<file path="src/rtl/submean_ch_sched_pkg.sv">
// Shared constants and helpers for the mean-subtraction channel scheduler.
// Latency: n/a (constants and an elaboration-time function only).
// Backpressure: n/a.
// Contents: scheduler state encodings, clog2 used for CH_W and warm-counter widths.
package submean_sched_pkg;

  // Scheduler states, kept as plain constants so the encoding is visible in waves.
  localparam logic [1:0] ST_RUN   = 2'd0;
  localparam logic [1:0] ST_DRAIN = 2'd1;
  localparam logic [1:0] ST_FLUSH = 2'd2;

  // Ceiling log2, with clog2(1) = 0.
  function automatic int clog2(input int value);
    for (int r = 0; r < 31; r++) begin
      if ((1 << r) >= value) return r;
    end
    return 31;
  endfunction

endpackage

</file>
<file path="src/rtl/submean_ch_sched_rr_arbiter.sv">
// Rotating-priority encoder: first requester after last_grant, wrapping modulo NUM_CH.
// Latency: purely combinational.
// Backpressure: en gates the grant; requests are not consumed here.
// Ports: req (per-channel request), last_grant, en -> gnt_valid, gnt_idx.
module rr_arbiter
  import submean_sched_pkg::*;
#(
  parameter int NUM_CH = 4,
  parameter int CH_W   = clog2(NUM_CH)
) (
  input  logic [NUM_CH-1:0] req,
  input  logic [CH_W-1:0]   last_grant,
  input  logic              en,
  output logic              gnt_valid,
  output logic [CH_W-1:0]   gnt_idx
);

  logic            w_found;
  logic [CH_W-1:0] w_pos;

  // Walk offsets 1..NUM_CH so last_grant itself is checked last.
  always_comb begin
    w_found = 1'b0;
    gnt_idx = '0;
    w_pos   = '0;
    for (int k = 1; k <= NUM_CH; k++) begin
      w_pos = CH_W'((int'(last_grant) + k) % NUM_CH);
      if (!w_found && req[w_pos]) begin
        w_found = 1'b1;
        gnt_idx = w_pos;
      end
    end
    gnt_valid = en && w_found;
  end

endmodule

</file>
<file path="src/rtl/submean_ch_sched.sv">
// Round-robin scheduler feeding NUM_CH single-sample slots into one mean-subtraction datapath.
// Latency: sample captured on edge k can be issued after edge k+1; worst case NUM_CH beats.
// Backpressure: dp_valid/dp_data/dp_ch/dp_warm hold while dp_valid && !dp_ready; a second
//   sample on a still-pending channel overwrites its slot and sets the sticky overrun flag.
// Ports: clk, reset (async, active-high); ch_valid/ch_data per-channel inputs; flush and
//   overrun_clr controls; dp_valid/dp_ready/dp_data/dp_ch/dp_warm beat interface;
//   dp_clear accumulator-clear pulse; overrun sticky flags; busy during DRAIN/FLUSH.
module submean_ch_sched
  import submean_sched_pkg::*;
#(
  parameter int NUM_CH      = 4,
  parameter int DATA_WIDTH  = 16,
  parameter int WINDOW_SIZE = 16,
  parameter int CH_W        = clog2(NUM_CH)
) (
  input  logic                         clk,
  input  logic                         reset,
  input  logic [NUM_CH-1:0]            ch_valid,
  input  logic [NUM_CH*DATA_WIDTH-1:0] ch_data,
  input  logic                         flush,
  input  logic                         overrun_clr,
  output logic                         dp_valid,
  input  logic                         dp_ready,
  output logic [DATA_WIDTH-1:0]        dp_data,
  output logic [CH_W-1:0]              dp_ch,
  output logic                         dp_warm,
  output logic                         dp_clear,
  output logic [NUM_CH-1:0]            overrun,
  output logic                         busy
);

  localparam int              WC_W    = clog2(WINDOW_SIZE) + 1;
  localparam logic [WC_W-1:0] WC_FULL = WC_W'(WINDOW_SIZE);
  localparam logic [CH_W-1:0] LAST_CH = CH_W'(NUM_CH - 1);

  logic [1:0]            r_state;
  logic [CH_W-1:0]       r_clr_idx;
  logic [CH_W-1:0]       r_last_grant;
  logic [NUM_CH-1:0]     r_pending;
  logic [NUM_CH-1:0]     r_overrun;
  logic [DATA_WIDTH-1:0] r_slot [NUM_CH];
  logic [WC_W-1:0]       r_wcnt [NUM_CH];
  logic                  r_dp_valid;
  logic [DATA_WIDTH-1:0] r_dp_data;
  logic [CH_W-1:0]       r_dp_ch;
  logic                  r_dp_warm;

  logic                  w_load;
  logic                  w_arb_en;
  logic                  w_gnt_valid;
  logic [CH_W-1:0]       w_gnt_idx;
  logic [NUM_CH-1:0]     w_gnt_hot;
  logic [NUM_CH-1:0]     w_capture;
  logic [NUM_CH-1:0]     w_ovr_set;

  // Output register is free when empty or its current beat is being taken.
  assign w_load   = !r_dp_valid || dp_ready;
  // A flush arriving in RUN already blocks the grant on its own edge.
  assign w_arb_en = (r_state == ST_RUN) && !flush && w_load;

  rr_arbiter #(
    .NUM_CH (NUM_CH),
    .CH_W   (CH_W)
  ) u_arb (
    .req        (r_pending),
    .last_grant (r_last_grant),
    .en         (w_arb_en),
    .gnt_valid  (w_gnt_valid),
    .gnt_idx    (w_gnt_idx)
  );

  always_comb begin
    w_gnt_hot = '0;
    for (int i = 0; i < NUM_CH; i++) begin
      w_gnt_hot[i] = w_gnt_valid && (w_gnt_idx == CH_W'(i));
    end
    // Samples arriving during FLUSH are dropped and counted as lost.
    w_capture = (r_state == ST_FLUSH) ? '0 : ch_valid;
    // A granted channel hands its old sample out on this edge, so a new one is not a loss.
    w_ovr_set = ch_valid & ((r_state == ST_FLUSH) ? {NUM_CH{1'b1}} : (r_pending & ~w_gnt_hot));
  end

  always_ff @(posedge clk or posedge reset) begin
    if (reset) begin
      r_state      <= ST_RUN;
      r_clr_idx    <= '0;
      r_last_grant <= LAST_CH;
      r_pending    <= '0;
      r_overrun    <= '0;
      r_dp_valid   <= 1'b0;
      r_dp_data    <= '0;
      r_dp_ch      <= '0;
      r_dp_warm    <= 1'b0;
      for (int i = 0; i < NUM_CH; i++) begin
        r_slot[i] <= '0;
        r_wcnt[i] <= '0;
      end
    end else begin
      // A fresh loss on the same edge as the clear keeps its flag.
      r_overrun <= (overrun_clr ? '0 : r_overrun) | w_ovr_set;

      for (int i = 0; i < NUM_CH; i++) begin
        if (w_capture[i]) r_slot[i] <= ch_data[i*DATA_WIDTH +: DATA_WIDTH];
      end

      if (r_state == ST_FLUSH && r_clr_idx == LAST_CH) begin
        r_pending <= '0;
      end else begin
        r_pending <= (r_pending & ~w_gnt_hot) | w_capture;
      end

      if (w_gnt_valid) begin
        r_dp_valid   <= 1'b1;
        r_dp_data    <= r_slot[w_gnt_idx];
        r_dp_ch      <= w_gnt_idx;
        r_dp_warm    <= (r_wcnt[w_gnt_idx] == WC_FULL);
        r_last_grant <= w_gnt_idx;
        if (r_wcnt[w_gnt_idx] != WC_FULL) begin
          r_wcnt[w_gnt_idx] <= r_wcnt[w_gnt_idx] + WC_W'(1);
        end
      end

      case (r_state)
        ST_RUN: begin
          if (w_load && !w_gnt_valid) r_dp_valid <= 1'b0;
          if (flush) r_state <= ST_DRAIN;
        end
        ST_DRAIN: begin
          // Leave only once the in-flight beat (if any) has been accepted.
          if (w_load) begin
            r_state    <= ST_FLUSH;
            r_clr_idx  <= '0;
            r_dp_valid <= 1'b0;
          end
        end
        ST_FLUSH: begin
          r_wcnt[r_clr_idx] <= '0;
          if (r_clr_idx == LAST_CH) begin
            r_state <= ST_RUN;
          end else begin
            r_clr_idx <= r_clr_idx + CH_W'(1);
          end
        end
        default: r_state <= ST_RUN;
      endcase
    end
  end

  assign dp_valid = r_dp_valid;
  assign dp_data  = r_dp_data;
  assign dp_warm  = r_dp_warm;
  // During FLUSH the channel tag names the accumulator being cleared.
  assign dp_ch    = (r_state == ST_FLUSH) ? r_clr_idx : r_dp_ch;
  assign dp_clear = (r_state == ST_FLUSH);
  assign overrun  = r_overrun;
  assign busy     = (r_state != ST_RUN);

endmodule
</file>
<file path="config.mk">
export PLATFORM = sky130hd
export DESIGN_NAME = submean_ch_sched
export DESIGN_NICKNAME = d
export VERILOG_FILES = /design/src/rtl/submean_ch_sched_pkg.sv /design/src/rtl/submean_ch_sched_rr_arbiter.sv /design/src/rtl/submean_ch_sched.sv
export SDC_FILE = /design/constraint.sdc
export NUM_CORES = 1
export LEC_CHECK = 0
export ABC_CLOCK_PERIOD_IN_PS = 7800
export CORE_ASPECT_RATIO = 2
export CORE_UTILIZATION = 56
export CTS_CLUSTER_DIAMETER = 40
export DETAILED_ROUTE_END_ITERATION = 7
export PLACE_DENSITY = 0.85
export SLEW_MARGIN = 40
export SYNTH_ARGS = -nofsm -noshare
export SYNTH_HDL_FRONTEND = slang
export SYNTH_HIERARCHICAL = 1
export SYNTH_SLANG_ARGS = --single-unit
export TNS_END_PERCENT = 50
</file>
<file path="constraint.sdc">
create_clock -name clk -period 7.8 [get_ports clk]
set_clock_uncertainty 0.05 [all_clocks]
set_input_delay 0.78 -clock clk [delete_from_list [all_inputs] [get_ports clk]]
set_output_delay 0.78 -clock clk [all_outputs]
set_load 0.03 [all_outputs]
</file>
## Yosys cells after proc, flatten, opt, wreduce, memory -nomap -nowiden

Cells that the tools add are included.

| word-level totals | value |
|---|---|
| flip-flop bits (word level) | 118 |
| input bits | 73 |
| output and inout port bits | 26 |
| word-level logic and storage cells | 125 |

| operators by class | value |
|---|---|
| add/subtract/negate cells | 6 |
| order comparisons | 8 |
| equal/unequal tests | 12 |
| muxes and demuxes | 46 |
| bitwise gates (word level) | 9 |
| reduce and logical (&&, ||, !) cells | 27 |

Operators with widths:

| operator | count |
|---|---|
| $mux 20 | 3 |
| $bmux 16 s2 | 1 |
| $mux 16 | 2 |
| $and 20x20->20 | 1 |
| $bwmux 20 | 1 |
| $demux 5 s2 | 2 |
| $mux 2 | 10 |
| $mux 5 | 4 |
| $not 20->20 | 1 |
| $mux 4 | 4 |
| $logic_and 1x1->1 | 14 |
| $lt 2x3->1 const B | 4 |
| $mux 1 | 11 |
| $bmux 5 s2 | 1 |
| $and 4x4->4 | 2 |
| $bmux 1 s2 | 4 |
| $eq 2x2->1 const B | 4 |
| $or 4x4->4 | 2 |
| $add 2x1->2 const B | 3 |
| $ge 3x3->1 const B | 2 |
| $logic_not 1->1 | 6 |
| $lt 3x1->1 const B | 2 |
| $ne 2x2->1 const B | 3 |
| $not 2->3 | 2 |
| 14 further kinds | 19 |

## Depth between registers and ports, before layout

| depth | value |
|---|---|
| depth after elaboration | 23 |
| mapped depth | 10 |
| mapped depth without buffers | 10 |

## Hierarchy

The synthesis kept the hierarchy.

Modules (own cells, without submodules):

| module | times used | cells an instance | area each (µm²) | sequential area each (µm²) |
|---|---|---|---|---|
| submean_ch_sched | 1 | 381 | 5273.8 | 2955.3 |
| rr_arbiter | 1 | 13 | 85.1 | 0.0 |

## Least setup slack after synthesis

No wires, ideal clock.

| timing | value |
|---|---|
| kind | reg2out |
| start point | register r_state[0] |
| end point | output port dp_ch[0] |
| arrival time | 1.838 ns |
| required time | 6.970 ns |
| setup slack | 5.132 ns |
| cell stages (with the launch flop) | 6 |
| path buffers | 2 |
| path through | dfrtp_1 > nand2b_1 > clkbuf_1 > inv_1 > buf_1 > o21ai_0 |

| on the way | value |
|---|---|
| cells in the longest elaborated chain, start to end | 2 |

Ends and longest elaborated chain:

| element | RTL line | source |
|---|---|---|
| start, declared | submean_ch_sched.sv:36 | `logic [1:0] r_state;` |
| start signal, assigned | submean_ch_sched.sv:85 | `r_state <= ST_RUN;` |
| start signal, assigned | submean_ch_sched.sv:126 | `if (flush) r_state <= ST_DRAIN;` |
| start signal, assigned | submean_ch_sched.sv:131 | `r_state <= ST_FLUSH;` |
| $eq 2x2->1 | n/a |  |
| via dp_clear | submean_ch_sched.sv:27 | `output logic dp_clear,` |
| $mux 2 | submean_ch_sched.sv:153 | `assign dp_ch = (r_state == ST_FLUSH) ? r_clr_idx : r_dp_ch;` |
| end, declared | submean_ch_sched.sv:25 | `output logic [CH_W-1:0] dp_ch,` |

The timed path passes the listed nets, and every way through them passes these cells.

## Worst setup path in the final report

| timing | value |
|---|---|
| start point | register r_state[0] |
| end point | output port dp_ch[1] |

| on the way | value |
|---|---|
| cells in the longest elaborated chain, start to end | 2 |

Ends and longest elaborated chain:

| element | RTL line |
|---|---|
| $eq 2x2->1 | submean_ch_sched.sv:153 |
| $mux 2 | submean_ch_sched.sv:153 |

Every way passes these cells.

==> results.ini <==
[setup_path]
path_buf_inv = 2
endpoint_kind = output pin
critPathLaunchType = register
worstPathMaxFanout = 15
arrival_ns = 2.40
slowest_stage = clkdlybuf4s50_1
crit_chain = nand2b_1 -> inv_1 -> nand2_1 -> o21ai_0 -> clkdlybuf4s50_1
critical_path.top_delay_family = buffers and inverters
worstSetupPathType = reg -> out
cp.required_ns = 6.97
max_stage_delay_ns = 0.69

[yosys]
synth_top_family_by_area = multiplexers
synthMuxAreaShare_pct = 28.41
ys_warn_count = 6
syn-num-nets = 473
syn-cell-area_um2 = 5359
synthAdderAreaFrac_pct = 1.401
netlist_instances = 394
ys_ff_latch = 118
ys_seq_area_share_pct = 55.15
syn_avg_cell_area_um2 = 13.60
synthSimpleGateAreaFrac_pct = 6.327
synth-compound-area-share_pct = 5.580
synth_xor_area_share_pct = 0.3269
synth.distinct_cells = 37

[pwr]
peakVddDrop_uv = 294.4
p_clk_share_pct = 22.3
pwr-share-comb_pct = 46.5
switching_share_pct = 36.73
pwr-share-seq_pct = 31.3
power_density_nw_per_um2 = 487.0
leakage_nw = 3.002
p_int_mw = 2.176
switchingPower_mw = 1.263

[timing]
slew-limit-headroom_pct = 55.90
setup-tns-final_ns = 0
worst_pin_slew_ns = 0.6615
rsz0062_at_grt = no
fin_crit_sh_pct = 41.47
setup_viol = 0
period_minus_slack_ns = 3.235
slew_viol_final = 0
final_hold_viol_count = 0
max_freq_mhz = 309.2

[placed_design]
dpl.hpwl_mm = 9.046
gp_congestion = 0.8452
placed_area_um2 = 6486
io_buffer_count = 98

[detailed_routing]
ant_nets = 0
first_iter_violations = 258
drt-total-wl_mm = 13.71
drcViolationCount = 1
vias_per_cell = 6.116
vias = 3743
drt_pre_antenna_iters = 6
wire_per_inst_um = 22.40

[clock_tree]
cts-resized-gates = 0
cts.path.max_buffers = 2
clock_latency_ns = 0.41
post_cts_buffers = 0
hold_buffers = 0
cts.sinks = 118
cts_made_buffers = 17
clk_transition_reported_paths_ns = 0.05
cts_tree = yes
htreeDepth = 4
clk_root_buffer_cell = clkbuf_16

[finish]
area_delta_synth_final_pct = 31.75
fin_nets = 579
drive_gt1_share_pct = 30.51
finalInstanceArea_um2 = 7061
n_fill_cell = 545
antenna_cells = 0

[global_routing]
grt_max_degree = 74
grt_pass1_vias = 4200
antenna_found_initial = 0
grt_usage_pct = 30.31
grt_pass1_wl_mm = 22.18
gr-total-overflow = 0

[floorplanning]
coreArea_um2 = 9321
rows = 50
die_width_um = 71.17
die_y_um = 140.3
initial_core_util_pct = 57.49
ios = 99
dieArea_um2 = 9988

[flow_run]
drv_cap = 0

[run_status]
status = finished, violations left
violations = DRC

[worst_hold_path]
min_path_type = reg -> reg

-- per-stage QoR --
step	setup WS (ns)	hold WS [ns]	power, mW	utilization (%)	cells
floorplan	3.844	0.3947	2.140	-	394
detailed placement	4.539	0.4420	2.632	69.58	585
finish	4.565	0.4548	3.438	75.74	612
CTS	4.548	0.4489	3.441	75.74	612
global placement	4.617	0.4208	2.535	69.11	583
global route	4.406	0.4647	3.601	75.74	612
-- cells by family after synthesis --
kind of cell / Yosys count
DFF: 118
xor gates and xnor gates: 2
AOI/OAI and AO/OA: 43
and+or+nand+nor: 72
muxes: 117
adders and majority gates: 6
buffers and inverters: 36
-- layer usage --
layer	global-route usage [%]	wire length, µm	part of all wire (%)	up-vias
met5	0	0	0	-
met4	16.42	528	3.9	0
met2	53.73	7897	58	120
met3	6.331	416	3.0	35
met1	33.05	4868	36	1966
li1	-	-	-	1622
-- placed cells by master (no fill, tap or decap), types with 3 or more instances in the layout --
master	synthesis	routed
dfrtp_1	116	116
clkdlybuf4s50_1	0	98
mux2_2	81	81
nand2_1	43	39
mux4_2	20	20
inv_1	20	19
clkbuf_16	0	17
mux2i_1	16	16
o21ai_0	13	13
a21oi_1	11	10
nand3_1	9	9
ha_1	6	6
o22ai_1	5	5
nand2b_1	4	4
nand2_2	0	4
a21oi_2	4	4
o221a_2	4	4
nor2_1	3	3
clkbuf_8	0	3
bufinv_16	0	3
-- flip-flops by register name, indices dropped and copies added, names as in the netlist --
| signal | flops |
|---|---|
| dp_data | 16 |
| dp_valid | 1 |
| dp_warm | 1 |
| overrun | 4 |
| r_clr_idx | 2 |
| r_dp_ch | 2 |
| r_last_grant | 2 |
| r_pending | 4 |
| r_slot | 64 |
| r_state | 2 |
| r_wcnt | 20 |
-- worst reg2reg max path: stages (launching register included) --
cell	delay, ns
dfrtp_1	0.43
nor2b_1	0.23
a21oi_1	0.10
o221ai_4	0.32
buf_4	0.47
mux4_2	0.65
and2_4	0.22
a21oi_2	0.32
mux2i_1	0.24
-- area by class of cell --
type / count / area (µm²) / share of cell area [%]
Tap cell: 104 / 130.1 / 1.843
Timing Repair Buffer: 103 / 1037 / 14.69
Clock inverter: 5 / 100.1 / 1.418
Sequential cell: 118 / 2955 / 41.86
Inverter: 20 / 77.57 / 1.099
Multi-Input combinational cell: 240 / 2286 / 32.38
Clock buffer: 22 / 474.2 / 6.716
-- Yosys cell counts --
library cell / instances / area, µm²
dfrtp_1: 116 / 2903
mux2_2: 81 / 912.1
nand2_1: 43 / 161.4
inv_1: 20 / 75.07
mux4_2: 20 / 450.4
mux2i_1: 16 / 160.2
o21ai_0: 13 / 65.06
a21oi_1: 11 / 55.05
nand3_1: 9 / 45.04
buf_2: 6 / 30.03
ha_1: 6 / 75.07
clkbuf_1: 5 / 18.77
o22ai_1: 5 / 31.28
a21oi_2: 4 / 35.03
buf_1: 4 / 15.01
nand2b_1: 4 / 25.02
o221a_2: 4 / 45.04
nor2_1: 3 / 11.26
dfstp_2: 2 / 52.55
nand3b_1: 2 / 15.01
nor2b_1: 2 / 12.51
or2_2: 2 / 12.51
xor2_1: 2 / 17.52
a21bo_2: 1 / 10.01
a22o_1: 1 / 8.760
a31oi_1: 1 / 6.260
a32oi_2: 1 / 16.27
and2_4: 1 / 8.760
and3_1: 1 / 6.260
and3b_1: 1 / 8.760
buf_6: 1 / 11.26
nor2_4: 1 / 11.26
nor3_1: 1 / 5.000
nor3b_1: 1 / 7.510
o221ai_2: 1 / 15.01
o41a_1: 1 / 11.26
or3b_2: 1 / 8.760
-- final timing paths --
| path | cells past startpoint | end | start | slack, ns |
|---|---|---|---|---|
| min in group asynchronous | 2 | dp_data[3] | reset | 0.73 |
| max reg2reg | 8 | r_wcnt[6] | r_pending[1] | 4.70 |
| min | 1 | r_slot[39] | r_slot[39] | 0.45 |
| max | 5 | dp_ch[1] | r_state[0] | 4.57 |
| max in group asynchronous | 3 | r_pending[2] | reset | 5.92 |
| min reg2reg | 1 | r_slot[39] | r_slot[39] | 0.45 |
-- power groups by stage --
stage	registers, mW	logic [mW]	clock network, mW
after floorplan	1.10	1.04	0
after detailed placement	1.06	1.57	0
after global routing	1.10	1.71	0.801
final	1.07	1.60	0.767
after global placement	1.04	1.49	0
after CTS	1.07	1.60	0.773
No activity file was read; power rests on OpenSTA's default activity.
==> RTL edit 1 (same settings) <==
Put one more register stage on the output `overrun`, cleared by the reset. The value now appears one clock later. The other outputs are not delayed to match.
--- a/src/rtl/submean_ch_sched.sv
+++ b/src/rtl/submean_ch_sched.sv
@@ -152,7 +152,13 @@
   // During FLUSH the channel tag names the accumulator being cleared.
   assign dp_ch    = (r_state == ST_FLUSH) ? r_clr_idx : r_dp_ch;
   assign dp_clear = (r_state == ST_FLUSH);
-  assign overrun  = r_overrun;
+  always_ff @(posedge clk or posedge reset) begin
+    if (reset) begin
+      overrun <= '0;
+    end else begin
+      overrun <= r_overrun;
+    end
+  end
   assign busy     = (r_state != ST_RUN);
 
 endmodule
Function: changed (a bounded check fails within 4 cycles, from zero or initial values and one cycle with reset high).
==> RTL edit 1 against the unedited design <==
Worst setup slack better by 0.020 ns; global-route usage down 1.1 points; total power up 0.11%; sequential cell count up 4; synthesized area up 1.9%; routed wire length down 1.1%; non-clock buffer count unchanged; cell area up 1.4%; critical path type unchanged; highest routed layer unchanged.
==> RTL edit 1: results (changes against the unedited design) <==
Global routing
  • Number of global-route vias before repair: 4,093 (was 4,200)
  • Global-route met1 utilization: 32.2% (was 33.1%)
  • Largest net degree at the start of global routing: 63 (was 74)
  • First-pass GRT wire length: 21.4 mm (was 22.2 mm)
  • GR Util All Layers: 29.2% (was 30.3%)
  • Met3 usage: 7.17% (was 6.33%)
  • GR Util met2: 52.2% (was 53.7%)
  • Antenna violations before repair: 1 (was 0)

Drt
  • Pre-Repair DR Iteration Count: 4 (was 6)
  • Met3 WL post-DR: 623 um (was 416 um)
  • Vias: 3,754 (was 3,743)
  • Highest routed metal layer: met4 (unchanged)
  • WL met2: 7.85 mm (was 7.90 mm)
  • Final wirelength: 13.6 mm (was 13.7 mm)
  • DRT iter0 DRCs: 326 (was 258)
  • Met1 wire length: 4.68 mm (was 4.87 mm)

Power
  • Leakage: 0.00304 uW (was 0.00300 uW)
  • VDD IR max: 0.000259 V (was 0.000294 V)
  • Clk pwr share: 22.1% (was 22.3%)
  • Switching Fraction: 37.1% (was 36.7%)

CTS
  • H-tree depth: 4 (unchanged)
  • Post_cts resized: 0 (unchanged)
  • Worst skew pair latency: 0.41 ns (about the same)
  • Inserted Clock Buffers: 17 (unchanged)
  • Clk slew on worst S/H paths: 0.05 ns (about the same)

Finish
  • NumNets Final: 583 (was 579)
  • Max FFs per register: 64 (unchanged)
  • Layout cells sized above 1: 30.6% (was 30.5%)
  • Non-Filler Instances: 622 (was 612)
  • Top reg by flops: r_slot (unchanged)

Logic synthesis
  • List of most frequent post-synthesis cells: dfrtp_1, mux2_2, nand2_1 (unchanged)
  • Post-synth ARST share: 100% (unchanged)
  • Sequential cell area fraction in the yosys report: 56.0% (was 55.1%)
  • Area contributors post-synth: dfrtp_1, mux2_2, mux4_2 (unchanged)
  • Mean Syn Cell Area: 13.7 um^2 (was 13.6 um^2)
  • Post-Syn Nets: 477 (was 473)
  • Ys Warns: 6 (unchanged)

Worst hold path
  • HP Class: reg2reg (unchanged)

Run status
  • Status: finished clean (was complete, but fails checks)

Placed design
  • Post-DP HPWL: 9.03 mm (was 9.05 mm)
  • Port buffer count: 98 (unchanged)
  • Gpl congestion: 0.898 (was 0.845)
  • Dpl cells: 588 (was 585)

Worst setup path
  • Worst-path maximum fanout: 15 (unchanged)

STA
  • Slew headroom: 63.2% (was 55.9%)
## RTL edit 1: cell count changes after synthesis, sizes merged
cell	unedited run	this run
dfrtp	116	120
## RTL edit 1: critical path, stage by stage (launching register included)
cell and delay, ns:
dfrtp_1 0.42, nand2b_1 0.29, inv_1 0.39, nand2_1 0.08, o21ai_0 0.08, clkdlybuf4s50_1 0.69
## RTL edit 1: stage by stage
stage          power [uW]  utilization (%)  setup WS [ns]  hold WS, ns  area (um^2)
2_1_floorplan        2170                -           3.73        0.304         5460
3_3_place_gp         2580             69.8           4.64        0.311         6550
3_5_place_dp         2650             69.9           4.56        0.322         6560
4_1_cts              3440             76.0           4.57        0.334         7130
5_1_grt              3600             76.3           4.47        0.342         7160
6_report             3440             76.3           4.59        0.328         7160
## RTL edit 1: cell type report
type,count,area (um^2)
Inverter,20,80.1
Sequential cell,122,3060
Antenna cell,1,2.50
Fill cell,563,2220
Tap cell,104,130
Clock buffer,24,482
Clock inverter,8,92.6
Multi-Input combinational cell,240,2290
Timing Repair Buffer,103,1030
## RTL edit 1: worst paths after layout
kind | cells past startpoint | from | end | slack, ns
max | 5 | r_state[0] | dp_ch[1] | 4.59
min | 0 | r_overrun[2] | overrun[2] | 0.33
max reg2reg | 8 | r_last_grant[1] | r_wcnt[17] | 4.66
min reg2reg | 0 | r_overrun[2] | overrun[2] | 0.33
max in group asynchronous | 4 | reset | r_last_grant[0] | 5.81
min in group asynchronous | 2 | reset | r_slot[48] | 0.75
## RTL edit 1: kinds of logic after synthesis
logic type      share of synthesized area (%)
compound gates                           5.48
xor+xnor                                0.321
fa+ha+maj                                1.38
buf+inv                                  2.75
flops                                    56.0
mux                                      27.9
simple gates                             6.21
==> RTL edit 2 (same flow settings) <==
Made on the original files. `NUM_CH` is set to 4 in 2 places; all go to 16.
--- a/src/rtl/submean_ch_sched_rr_arbiter.sv
+++ b/src/rtl/submean_ch_sched_rr_arbiter.sv
@@ -5,7 +5,7 @@
 module rr_arbiter
   import submean_sched_pkg::*;
 #(
-  parameter int NUM_CH = 4,
+  parameter int NUM_CH = 16,
   parameter int CH_W   = clog2(NUM_CH)
 ) (
   input  logic [NUM_CH-1:0] req,
--- a/src/rtl/submean_ch_sched.sv
+++ b/src/rtl/submean_ch_sched.sv
@@ -8,7 +8,7 @@
 module submean_ch_sched
   import submean_sched_pkg::*;
 #(
-  parameter int NUM_CH      = 4,
+  parameter int NUM_CH      = 16,
   parameter int DATA_WIDTH  = 16,
   parameter int WINDOW_SIZE = 16,
   parameter int CH_W        = clog2(NUM_CH)
Interface: changed (resized ch_data, ch_valid, dp_ch and overrun); port bits go from 99 to 317. No check against the original RTL was run, so the function may have changed too.
==> RTL edit 2 against the unedited design <==
Total power rose to 3.6 times the old value; largest cell class is now multi-input gates; synthesized cell count grew to 4.0 times the old value; cell area rose to 3.7 times the old value; critical endpoint is now r_wcnt[74]; routed wire length grew to 5.2 times the old value; sequential cell count is 282 higher; sequential power grew to 3.3 times the old value; synthesized area rose to 3.8 times the old value; worst setup slack got worse by 3.5 ns.
==> RTL edit 2: results (changes against the unedited design) <==
Placed design
  • DP Worst Slack: 1.24 ns (was 4.54 ns)
  • Dpl cells: 2,299 (was 585)
  • Gpl congestion: 0.987 (was 0.845)
  • Port buffer count: 316 (was 98)
  • DP Area: 24,600 um^2 (was 6490 um^2)
  • Post-DP HPWL: 52.6 mm (was 9.05 mm)

Logic synthesis
  • Distinct cell type count after synthesis: 70 (was 37)
  • Sequential cell area fraction in the yosys report: 48.8% (was 55.1%)
  • Area contributors post-synth: dfrtp_1, mux2_2, mux4_2 (unchanged)
  • List of most frequent post-synthesis cells: dfrtp_1, mux2_2, mux4_2 (was dfrtp_1, mux2_2, nand2_1)
  • Prevailing post-synth register cell: dfrtp_1 (unchanged)
  • Post-Syn Nets: 1,849 (was 473)
  • Post-synthesis instance total: 1,558 (was 394)

CTS
  • Post_cts resized: 0 (unchanged)
  • Inserted Clock Buffers: 37 (was 17)
  • Clk slew on worst S/H paths: 0.07 ns (was 0.05 ns)
  • H-tree depth: 2 (was 4)
  • Worst skew pair latency: 0.55 ns (was 0.41 ns)
  • Maximum buffer depth of the clock tree: 3 (was 2)

Drt
  • Met3 WL post-DR: 4.66 mm (was 416 um)
  • DRC viols: 0 (was 1)
  • Final wirelength: 71.6 mm (was 13.7 mm)
  • WL met2: 37.2 mm (was 7.90 mm)
  • DRT iter0 DRCs: 1,432 (was 258)
  • Met1 wire length: 22.3 mm (was 4.87 mm)
  • Vias: 15,900 (was 3,743)
  • Pre-Repair DR Iteration Count: 5 (was 6)

Finish
  • Fill cells: 2,327 (was 545)
  • Non-Filler Instances: 2,367 (was 612)
  • Biggest regs: r_slot x256, r_wcnt x80
  • NumNets Final: 2,179 (was 579)
  • Area occupied by multi-input gates: 10,000 um^2 (was 2290 um^2)
  • Layout cells sized above 1: 30.7% (was 30.5%)

Run status
  • Status: finished clean (was complete, but fails checks)

Power
  • VDD IR max: 0.000459 V (was 0.000294 V)
  • Switching Fraction: 42.6% (was 36.7%)
  • Leakage: 0.0105 uW (was 0.00300 uW)

Worst setup path
  • R2R depth: 22 (was 8)
  • Critical path class: reg2reg (was reg2out)
  • Worst-path maximum fanout: 26 (was 15)
  • Top Family by Delay on Critical Path: simple AND/OR/NAND/NOR gates (was buffers and inverters)
  • Critical-path top delay cell: or4b_1 (was clkdlybuf4s50_1)
  • Critical path arrival: 7.09 ns (was 2.40 ns)

STA
  • Slew headroom: 47.2% (was 55.9%)

Global routing
  • Antenna violations before repair: 4 (was 0)
  • First-pass GRT wire length: 107 mm (was 22.2 mm)
  • GR Util All Layers: 40.0% (was 30.3%)
  • Largest net degree at the start of global routing: 113 (was 74)
  • GR Util met2: 67.1% (was 53.7%)
  • Global-route met1 utilization: 41.7% (was 33.1%)
  • Met3 usage: 7.61% (was 6.33%)
  • Number of global-route vias before repair: 17,000 (was 4,200)

Worst hold path
  • HP Class: reg2reg (unchanged)
==> RTL edit 2: cell types whose count changed after synthesis, sizes merged, moves of 35 or more <==
cell and change:
clkbuf +51, nand2 +48, dfrtp +280, a211oi +50, nor2 +68, mux2 +203
mux2i +35, a21oi +83, mux4 +108
==> RTL edit 2: final timing paths <==
path / slack, ns / end / start
max in group asynchronous: 5.62 / r_wcnt[74] / reset
min in group asynchronous: 0.54 / r_slot[93] / reset
max reg2reg: 1.11 / r_wcnt[74] / r_last_grant[1]
min: 0.44 / r_state[0] / r_state[1]
min reg2reg: 0.44 / r_state[0] / r_state[1]
max: 1.11 / r_wcnt[74] / r_last_grant[1]
==> RTL edit 2: logic make-up (layout without fill, tap and decap cells) <==
logic type | count (synthesis) | in the layout | synth area share, %
multiplexers | 463 | 463 | 32.2
AO/OA/AOI/OAI | 275 | 275 | 8.76
buffers and inverters | 125 | 480 | 2.72
XOR/XNOR | 12 | 12 | 0.512
flip-flops | 400 | 400 | 48.8
adder cells (fa/ha/maj) | 14 | 14 | 0.853
other | 0 | 4 | 0
AND/OR/NAND/NOR | 269 | 269 | 6.13
==> RTL edit 2: power groups by stage <==
| stage | Clock (uW) | Combinational, uW | Sequential, uW |
|---|---|---|---|
| after floorplan | 0 | 4500 | 3350 |
| after global placement | 0 | 6680 | 3420 |
| after detailed placement | 0 | 6830 | 3490 |
| after CTS | 1830 | 6890 | 3480 |
| after global routing | 1920 | 7320 | 3580 |
| final | 1830 | 7020 | 3520 |
==> RTL edit 2: final cells by class <==
type | instances | area share, %
clock inverters | 13 | 0.461
well taps | 450 | 2.18
repair buffers | 391 | 14.9
flip-flops and latches | 400 | 38.8
diodes | 4 | 0.0388
multi-input cells | 1033 | 38.9
inverters | 25 | 0.378
clock buffers | 51 | 4.26
